$ cat src/rtl/bpm_pkg.sv
// Shared definitions for the branch-prediction performance monitor.
package bpm_pkg;

    typedef enum logic [1:0] {
        BPM_IDLE  = 2'd0,
        BPM_RUN   = 2'd1,
        BPM_DRAIN = 2'd2,
        BPM_DONE  = 2'd3
    } bpm_state_e;

    // Read-port address map
    localparam logic [2:0] BPM_ADDR_CYC  = 3'd0;
    localparam logic [2:0] BPM_ADDR_INST = 3'd1;
    localparam logic [2:0] BPM_ADDR_BR   = 3'd2;
    localparam logic [2:0] BPM_ADDR_MISS = 3'd3;
    localparam logic [2:0] BPM_ADDR_STAT = 3'd4;

    // Counter slots, also the overflow-flag bit order in the status word
    localparam int unsigned BPM_IDX_CYC  = 0;
    localparam int unsigned BPM_IDX_INST = 1;
    localparam int unsigned BPM_IDX_BR   = 2;
    localparam int unsigned BPM_IDX_MISS = 3;

    // Instruction encodings observed on the IF-stage probe
    localparam logic [31:0] BPM_NOP_INSN  = 32'h0000_0013;
    localparam logic [31:0] BPM_HALT_INSN = 32'h0000_006F;

    localparam int unsigned BPM_STAT_W = 8;

    // Status word: [1:0] state, [7:4] overflow flags {miss, br, inst, cyc}
    function automatic logic [BPM_STAT_W-1:0] bpm_status(input bpm_state_e st,
                                                         input logic [3:0] ovf);
        return {ovf, 2'b00, st};
    endfunction

endpackage

$ cat src/rtl/bpm_sat_counter.sv
// Saturating event counter with a sticky overflow flag.
module bpm_sat_counter #(
    parameter int unsigned CNT_W = 32
) (
    input  logic             clk_i,
    input  logic             rst_ni,
    input  logic             clr_i,
    input  logic             en_i,
    output logic [CNT_W-1:0] cnt_o,
    output logic             ovf_o
);

    logic [CNT_W-1:0] cnt_q, cnt_d;
    logic             ovf_q, ovf_d;

    // Next value: clear beats increment; an increment at all-ones is dropped and flagged
    always_comb begin
        cnt_d = cnt_q;
        ovf_d = ovf_q;
        if (clr_i) begin
            cnt_d = '0;
            ovf_d = 1'b0;
        end else if (en_i) begin
            if (cnt_q == '1) begin
                ovf_d = 1'b1;
            end else begin
                cnt_d = cnt_q + 1'b1;
            end
        end
    end

    // Counter and flag registers
    always_ff @(posedge clk_i or negedge rst_ni) begin
        if (!rst_ni) begin
            cnt_q <= '0;
            ovf_q <= 1'b0;
        end else begin
            cnt_q <= cnt_d;
            ovf_q <= ovf_d;
        end
    end

    assign cnt_o = cnt_q;
    assign ovf_o = ovf_q;

endmodule

$ cat src/rtl/br_perf_monitor.sv
// Branch-prediction performance monitor: windows cycle/instruction/branch/miss
// counts, auto-stops on a halt loop, drains in-flight branches, then freezes.
module br_perf_monitor
    import bpm_pkg::*;
#(
    parameter int unsigned CNT_W         = 32,
    parameter int unsigned DRAIN_CYC     = 3,
    parameter logic [31:0] HALT_INSN     = BPM_HALT_INSN,
    parameter int unsigned HALT_RPT      = 4,
    parameter logic [31:0] NOP_INSN      = BPM_NOP_INSN,
    parameter bit          MISS_NEEDS_BR = 1'b0
) (
    input  logic             clk_i,
    input  logic             rst_ni,
    input  logic             br_instr_i,
    input  logic             br_miss_i,
    input  logic [31:0]      instr_i,
    input  logic             start_i,
    input  logic             stop_i,
    input  logic             clear_i,
    input  logic             rd_req_i,
    input  logic [2:0]       rd_addr_i,
    output logic             rd_vld_o,
    output logic [CNT_W-1:0] rd_data_o,
    output logic             busy_o,
    output logic             done_o
);

    localparam int unsigned DRN_W = (DRAIN_CYC > 1) ? $clog2(DRAIN_CYC + 1) : 1;
    localparam int unsigned HLT_W = (HALT_RPT > 1) ? $clog2(HALT_RPT + 1) : 1;
    localparam logic [DRN_W-1:0] DRN_LOAD = DRN_W'(DRAIN_CYC);
    localparam logic [HLT_W-1:0] HLT_MAX  = HLT_W'(HALT_RPT);
    localparam int unsigned STW = (CNT_W < BPM_STAT_W) ? CNT_W : BPM_STAT_W;

    bpm_state_e       state_q;
    logic [DRN_W-1:0] drn_q;
    logic [HLT_W-1:0] hlt_q, hlt_d;
    logic             halt_hit;
    logic             busy_q, done_q;

    logic             in_run, in_cap, valid_insn;
    logic [3:0]       cnt_en;
    logic [3:0]       cnt_ovf;
    logic [CNT_W-1:0] cnt [4];

    logic [BPM_STAT_W-1:0] stat_w;
    logic [CNT_W-1:0]      rd_stat, rd_mux;
    logic [CNT_W-1:0]      rd_data_q;
    logic                  rd_vld_q;

    // Halt run-length next value, saturating at HALT_RPT
    always_comb begin
        hlt_d = '0;
        if (instr_i == HALT_INSN) begin
            hlt_d = (hlt_q >= HLT_MAX) ? HLT_MAX : hlt_q + 1'b1;
        end
    end

    assign halt_hit = (hlt_d >= HLT_MAX);

    // Window FSM with registered busy/done; clear > stop > start
    always_ff @(posedge clk_i or negedge rst_ni) begin
        if (!rst_ni) begin
            state_q <= BPM_IDLE;
            drn_q   <= '0;
            hlt_q   <= '0;
            busy_q  <= 1'b0;
            done_q  <= 1'b0;
        end else if (clear_i) begin
            state_q <= BPM_IDLE;
            drn_q   <= '0;
            hlt_q   <= '0;
            busy_q  <= 1'b0;
            done_q  <= 1'b0;
        end else begin
            unique case (state_q)
                BPM_IDLE: begin
                    if (start_i && !stop_i) begin
                        state_q <= BPM_RUN;
                        busy_q  <= 1'b1;
                    end
                end
                BPM_RUN: begin
                    hlt_q <= hlt_d;
                    if (stop_i || halt_hit) begin
                        if (DRAIN_CYC == 0) begin
                            state_q <= BPM_DONE;
                            busy_q  <= 1'b0;
                            done_q  <= 1'b1;
                        end else begin
                            state_q <= BPM_DRAIN;
                            drn_q   <= DRN_LOAD;
                        end
                    end
                end
                BPM_DRAIN: begin
                    if (drn_q <= DRN_W'(1)) begin
                        drn_q   <= '0;
                        state_q <= BPM_DONE;
                        busy_q  <= 1'b0;
                        done_q  <= 1'b1;
                    end else begin
                        drn_q <= drn_q - 1'b1;
                    end
                end
                BPM_DONE: begin
                    if (start_i && !stop_i) begin
                        state_q <= BPM_RUN;
                        busy_q  <= 1'b1;
                        done_q  <= 1'b0;
                    end
                end
                default: begin
                    state_q <= BPM_IDLE;
                    busy_q  <= 1'b0;
                    done_q  <= 1'b0;
                end
            endcase
        end
    end

    // Count enables: cycles/instructions only in RUN, branches/misses also while draining
    always_comb begin
        in_run     = (state_q == BPM_RUN);
        in_cap     = in_run || (state_q == BPM_DRAIN);
        valid_insn = (instr_i != NOP_INSN) && (instr_i != '0) && (instr_i != HALT_INSN);
        cnt_en               = '0;
        cnt_en[BPM_IDX_CYC]  = in_run;
        cnt_en[BPM_IDX_INST] = in_run && valid_insn;
        cnt_en[BPM_IDX_BR]   = in_cap && br_instr_i;
        cnt_en[BPM_IDX_MISS] = in_cap && br_miss_i && (!MISS_NEEDS_BR || br_instr_i);
    end

    for (genvar g = 0; g < 4; g++) begin : g_cnt
        bpm_sat_counter #(
            .CNT_W(CNT_W)
        ) u_cnt (
            .clk_i  (clk_i),
            .rst_ni (rst_ni),
            .clr_i  (clear_i),
            .en_i   (cnt_en[g]),
            .cnt_o  (cnt[g]),
            .ovf_o  (cnt_ovf[g])
        );
    end

    // Read mux; status word is truncated when counters are narrower than 8 bits
    always_comb begin
        stat_w  = bpm_status(state_q, cnt_ovf);
        rd_stat = '0;
        rd_stat[STW-1:0] = stat_w[STW-1:0];
        unique case (rd_addr_i)
            BPM_ADDR_CYC:  rd_mux = cnt[BPM_IDX_CYC];
            BPM_ADDR_INST: rd_mux = cnt[BPM_IDX_INST];
            BPM_ADDR_BR:   rd_mux = cnt[BPM_IDX_BR];
            BPM_ADDR_MISS: rd_mux = cnt[BPM_IDX_MISS];
            BPM_ADDR_STAT: rd_mux = rd_stat;
            default:       rd_mux = '0;
        endcase
    end

    // One-cycle read response; data holds between reads
    always_ff @(posedge clk_i or negedge rst_ni) begin
        if (!rst_ni) begin
            rd_vld_q  <= 1'b0;
            rd_data_q <= '0;
        end else begin
            rd_vld_q <= rd_req_i;
            if (rd_req_i) begin
                rd_data_q <= rd_mux;
            end
        end
    end

    assign rd_vld_o  = rd_vld_q;
    assign rd_data_o = rd_data_q;
    assign busy_o    = busy_q;
    assign done_o    = done_q;

endmodule
$ cat config.mk
export PLATFORM = sky130hd
export DESIGN_NAME = br_perf_monitor
export DESIGN_NICKNAME = d
export VERILOG_FILES = /design/src/rtl/bpm_pkg.sv /design/src/rtl/bpm_sat_counter.sv /design/src/rtl/br_perf_monitor.sv
export SDC_FILE = /design/constraint.sdc
export NUM_CORES = 1
export LEC_CHECK = 0
export CORE_ASPECT_RATIO = 0.7
export CORE_MARGIN = 3
export CORE_UTILIZATION = 63
export DETAILED_ROUTE_END_ITERATION = 12
export HOLD_SLACK_MARGIN = 0.03
export PLACE_DENSITY = 0.92
export SETUP_SLACK_MARGIN = 0.05
export SLEW_MARGIN = 20
export SYNTH_ARGS = -nofsm -noshare
export SYNTH_HDL_FRONTEND = slang
export SYNTH_SLANG_ARGS = --single-unit
$ cat constraint.sdc
create_clock -name clk_i -period 5.6 [get_ports clk_i]
set_clock_uncertainty 0.1 [all_clocks]
set_input_delay 1.12 -clock clk_i [delete_from_list [all_inputs] [get_ports clk_i]]
set_output_delay 1.12 -clock clk_i [all_outputs]
set_load 0.02 [all_outputs]
Word level (Yosys, flattened, before mapping) --
Index checks and enable logic that the tools add are counted.
Storage, ports and cells: output and inout port bits 35, input port bits 43, logic and storage cells 128, register bits 174
Operators by class: multiplexer cells 46, eq/ne operators 22, magnitude comparators 3, reduce and logical (&&, ||, !) cells 36, $add $sub $neg 6
Operators with widths (number):
- two-way mux 32 bit | 12
- case mux 32 bit (5 select lines) | 1
- adder 32 x 1 -> 32 bit (second input constant) | 4
- == test 32 bit (second input constant) | 4
- == test 32 x 7 -> 1 bit (second input constant) | 1
- inequality test 32 x 5 -> 1 bit (second input constant) | 1
- inequality test 32 x 7 -> 1 bit (second input constant) | 1
- nonzero test 32 bit | 1
- two-way mux 1 bit | 18
- AND reduction 2 bit | 9
- nonzero test 2 bit | 8
- two-way mux 2 bit | 7
- two-way mux 3 bit | 4
- inequality test 3 bit (second input constant) | 3
- AND reduction 3 bit | 3
- nonzero test 3 bit | 3
- inequality test 2 bit (second input constant) | 4
- == test 3 x 2 -> 1 bit (second input constant) | 2
- >= comparator 3 bit (second input constant) | 2
- logical AND 1 bit | 6
- case mux 2 bit (3 select lines) | 1
- == test 2 bit (second input constant) | 2
- case mux 1 bit (2 select lines) | 2
- case mux 2 bit (2 select lines) | 1
- 12 further kinds | 13

Logic depth before layout (Yosys ltp) --
word-level depth 8, mapped depth 10, gate-level depth less buffers 8

By module --
Synthesis repeated with hierarchy kept, for this count alone.
Unflattened totals: cell total of the unflattened synthesis 1070, area total of the unflattened synthesis 9928.3 µm²
By module, submodules not included:
- bpm_sat_counter | cells each 195, area each 1816.7 µm², times used 4, sequential area each 825.8 µm²
- br_perf_monitor | cells each 290, area each 2661.3 µm², times used 1, sequential area each 1051.0 µm²

Worst setup path after synthesis --
OpenSTA, ideal clock, no wires.
path type input to register, start point input instr_i[4], end point register g_cnt[1].u_cnt.cnt_q[22], arrival time 2.462 ns, buffers on the path 0, stages 6, required time 5.375 ns, path slack 2.913 ns, library setup time 0.125 ns, cells stage by stage and3_1 o21ai_0 a211oi_2 nor2_2 nor4b_2 mux2_2
Between the ends: longest elaborated chain between the ends 6, elaborated cells between the ends (all ways) 8, classes of those cells eq/ne: 2; reduce/logical: 6
RTL lines:
- from (decl) | line br_perf_monitor.sv:17 | input logic [31:0] instr_i,
- inequality test 32 x 5 -> 1 bit / nonzero test 32 bit (equally long branches) | line br_perf_monitor.sv:126 | valid_insn = (instr_i != NOP_INSN) && (instr_i != '0) && (instr_i != HALT_INSN);
- logical AND 1 bit | line br_perf_monitor.sv:126
- logical AND 1 bit * | line br_perf_monitor.sv:126
- logical AND 1 bit * | line br_perf_monitor.sv:129 | cnt_en[BPM_IDX_INST] = in_run && valid_insn;
- nonzero test 2 bit (no source line) *
- AND reduction 2 bit (no source line) *
- to (signal assigned) | line bpm_sat_counter.sv:38 | cnt_q <= cnt_d;
- to (decl) | line bpm_sat_counter.sv:13 | logic [CNT_W-1:0] cnt_q, cnt_d;
Mark *: on every way between the ends. The rest lies on a longest branch, timed or not. A chain may end at the register's enable or synchronous reset.

Final worst setup path --
start point input instr_i[12], end point register g_cnt[1].u_cnt.cnt_q[12]
Same word-level chain as after synthesis.

==> reports/qor.txt <==
Status = complete, no violations
HP Class = reg2reg
Die Ht = 109 um
Slew Viols, Final = 0
Commonest cells after routing, fill and taps aside = 174 x dfrtp_1, 120 x nor2_1, 75 x clkdlybuf4s50_1
Layout cell share with drive strength beyond 1 = 7.34%
Initial DRT Pass Iterations = 6
Post-synth top flop = dfrtp_1
Critical path cell sequence = clkdlybuf4s50_1 > nor4_1 > nand4_1 > a211oi_2 > nor2_2 > nand3_1 > mux2_2
Post-CTS Hold Buffers = 0
Maximum vdd ir drop = 0.183 mV
Max Cap Viol = 0
Final setup viols = 0
IO Pins = 78
Setup WS pre-CTS = 1.66 ns
Sinks on Clock Net = 174
Global-route wire length before repair = 46.4 mm
DRC viols = 0
Nets@finish = 1,143
Final setup TNS = 0 ns
Post-synthesis cell count = 1,037
Grt ovf = 0
GP Congestion = 0.952
Final-report hold violation count = 0
GRT Util Overall = 35.2%
Worst slew pin tran = 1.06 ns
Max_slew headroom = 29.3%
Cell accounting for the most synthesized area = dfrtp_1
Clk slew on worst S/H paths = 0.07 ns
Vias in the first global route = 8,522
Site row count = 37
Fin crit period = 3.57 ns
Setup CP Type = in2reg
Final worst slack = 2.03 ns
Layout area overhead = 15.6%
Distinct cells, synth = 65
Seq/Total Area, Yosys = 45.2%
Synth Warn # = 0
Async SR Flop Fraction = 100%
Core Box Area = 14,800 um^2
Worst Setup End Kind = register
Leakage = 4.37 nW
Final ANT Viol Nets = 0
1st-iter DRT viols = 1,470
Top-area cell type share of the netlist area = 45.2%
Final core utilization = 75.2%
CP max stage delay = 0.92 ns
Synthesis-stage register bit count = 174
Clock Latency Late Sink = 0.43 ns
N_diodes = 0
Clock buffer depth = 2
H-tree Lvls = 4
Drt wl/cell = 22.5 um
Clock root buffer = clkbuf_16
Post-synth EDFFs = 0
Syn avg cell area = 9.29 um^2
Worst EP arrival = 3.79 ns
Pwr dens = 272 nW/um^2
Vias post-DR = 9,098
Final Cycle Share = 63.8%
Drt via density = 7.00
Initial antenna violation count = 0
Slowest CP cell = a211oi_2
Largest net degree at the start of global routing = 106
Setup bufs post-CTS = 0
CP max FO = 14
CTS resizes = 0
TritonCTS Buffers = 17
Fin area = 11,100 um^2
Cell area after synthesis = 9640 um^2
Post-Route WL = 29.2 mm
Commonest non-fill, non-tap cell in the layout = dfrtp_1
Post-DP HPWL = 19.7 mm
Required @ worst endpoint = 5.82 ns
Maximum clock frequency = 0.280 GHz
Synth Net Count = 1,089
Die area = 16,800 um^2
Die extent in x = 154 um
Starting density of the core = 65.1%
Dominant cells by area after synthesis = dfrtp_1 45%, xor2_1 5.1%, nor2_1 4.7%, xnor2_1 4.2%, nand4_1 3.4%
Placed Instance Area = 10,500 um^2
CTS tree = yes
Input/output buffers = 77
Critical Path Source Type = input pin
RSZ-0062 raised after global routing = no
-- Yosys cell counts (3+ instances only) --
cell type and count:
xor2_1 56, nand4_1 52, buf_2 4, dfrtp_1 174, or2_2 3, nor3_1 27, nor4b_2 3, a221oi_1 32
nor2b_1 7, xnor2_1 46, nor2_1 121, nor4_1 17, clkbuf_1 40, buf_6 3, or3_1 15, nor4_2 4
o21ai_0 29, nand3_1 49, inv_1 47, a311oi_1 4, and2_1 5, o21a_1 3, and3_1 35, a21oi_1 44
ha_1 9, nand2b_1 3, a41oi_1 3, nand2_1 66, a22o_1 26, mux2i_1 8, and4_1 13, nor3b_1 3
nor3_2 5, buf_1 5, o31ai_1 3, o22ai_1 32, a211oi_1 4
-- power by group --
part	switching, mW	internal (mW)
registers	0.0666	1.30
logic	0.264	0.141
clock network	0.583	0.684
total	0.913	2.12
-- final cells by class --
type,count,area [um^2]
well taps,195,244
fillers,956,3670
flip-flops and latches,174,4350
repair buffers,88,852
clock buffers,17,425
clock inverters,15,193
multi-input cells,763,4900
inverters,47,176
-- final timing paths --
kind                                      start                        to  slack [ns]  depth (start not counted)
max in group asynchronous                rst_ni      g_cnt[3].u_cnt.ovf_o        3.67                          2
setup / recovery                    instr_i[12]  g_cnt[1].u_cnt.cnt_o[12]        2.03                          7
min in group asynchronous                rst_ni              rd_data_o[3]        0.67                          1
hold reg to reg            g_cnt[1].u_cnt.ovf_o      g_cnt[1].u_cnt.ovf_o        0.41                          2
hold / removal             g_cnt[1].u_cnt.ovf_o      g_cnt[1].u_cnt.ovf_o        0.41                          2
setup reg to reg                     state_q[1]  g_cnt[0].u_cnt.cnt_o[31]        2.54                          8
-- state kept, by name, summed over array words and instances, names as in the netlist --
| name | cells |
|---|---|
| state_q | 2 |
| rd_data_o | 32 |
| hlt_q | 3 |
| drn_q | 2 |
| g_cnt.u_cnt.cnt_o | 128 |
| busy_o | 1 |
| done_o | 1 |
| g_cnt.u_cnt.ovf_o | 4 |
| rd_vld_o | 1 |
-- kinds of logic (layout without fill, tap and decap cells) --
group	after synthesis	after routing	share of synthesized area (%)
buffers and inverters	100	167	4.19
DFF	174	174	45.2
adders and majority gates	9	9	1.17
muxes	10	10	1.06
and+or+nand+nor	449	449	25.2
AOI/OAI and AO/OA	193	193	13.9
xor gates and xnor gates	102	102	9.27
-- critical path: cells and delay by family --
kind / cells / cell delay [ns]
AOI/OAI and AO/OA: 1 / 0.92
buffers and inverters: 1 / 0.41
muxes: 1 / 0.34
and+or+nand+nor: 4 / 1.00
-- per-layer routing --
layer | up-vias | global-route usage (%) | part of all wire [%]
li1 | 3899 | - | -
met1 | 4423 | 49.7 | 40
met2 | 668 | 52.4 | 43
met3 | 108 | 10.9 | 14
met4 | 0 | 11.7 | 3.1
met5 | - | 0 | 0
-- metrics by stage --
step	std cells	hold WS, ns	power, mW
after floorplan	1037	0.362	1.60
after global routing	1299	0.440	3.12
after global placement	1267	0.379	1.76
after CTS	1299	0.410	3.02
after detailed placement	1267	0.393	1.78
final	1299	0.412	3.03
(Power assumes the default switching activity.)
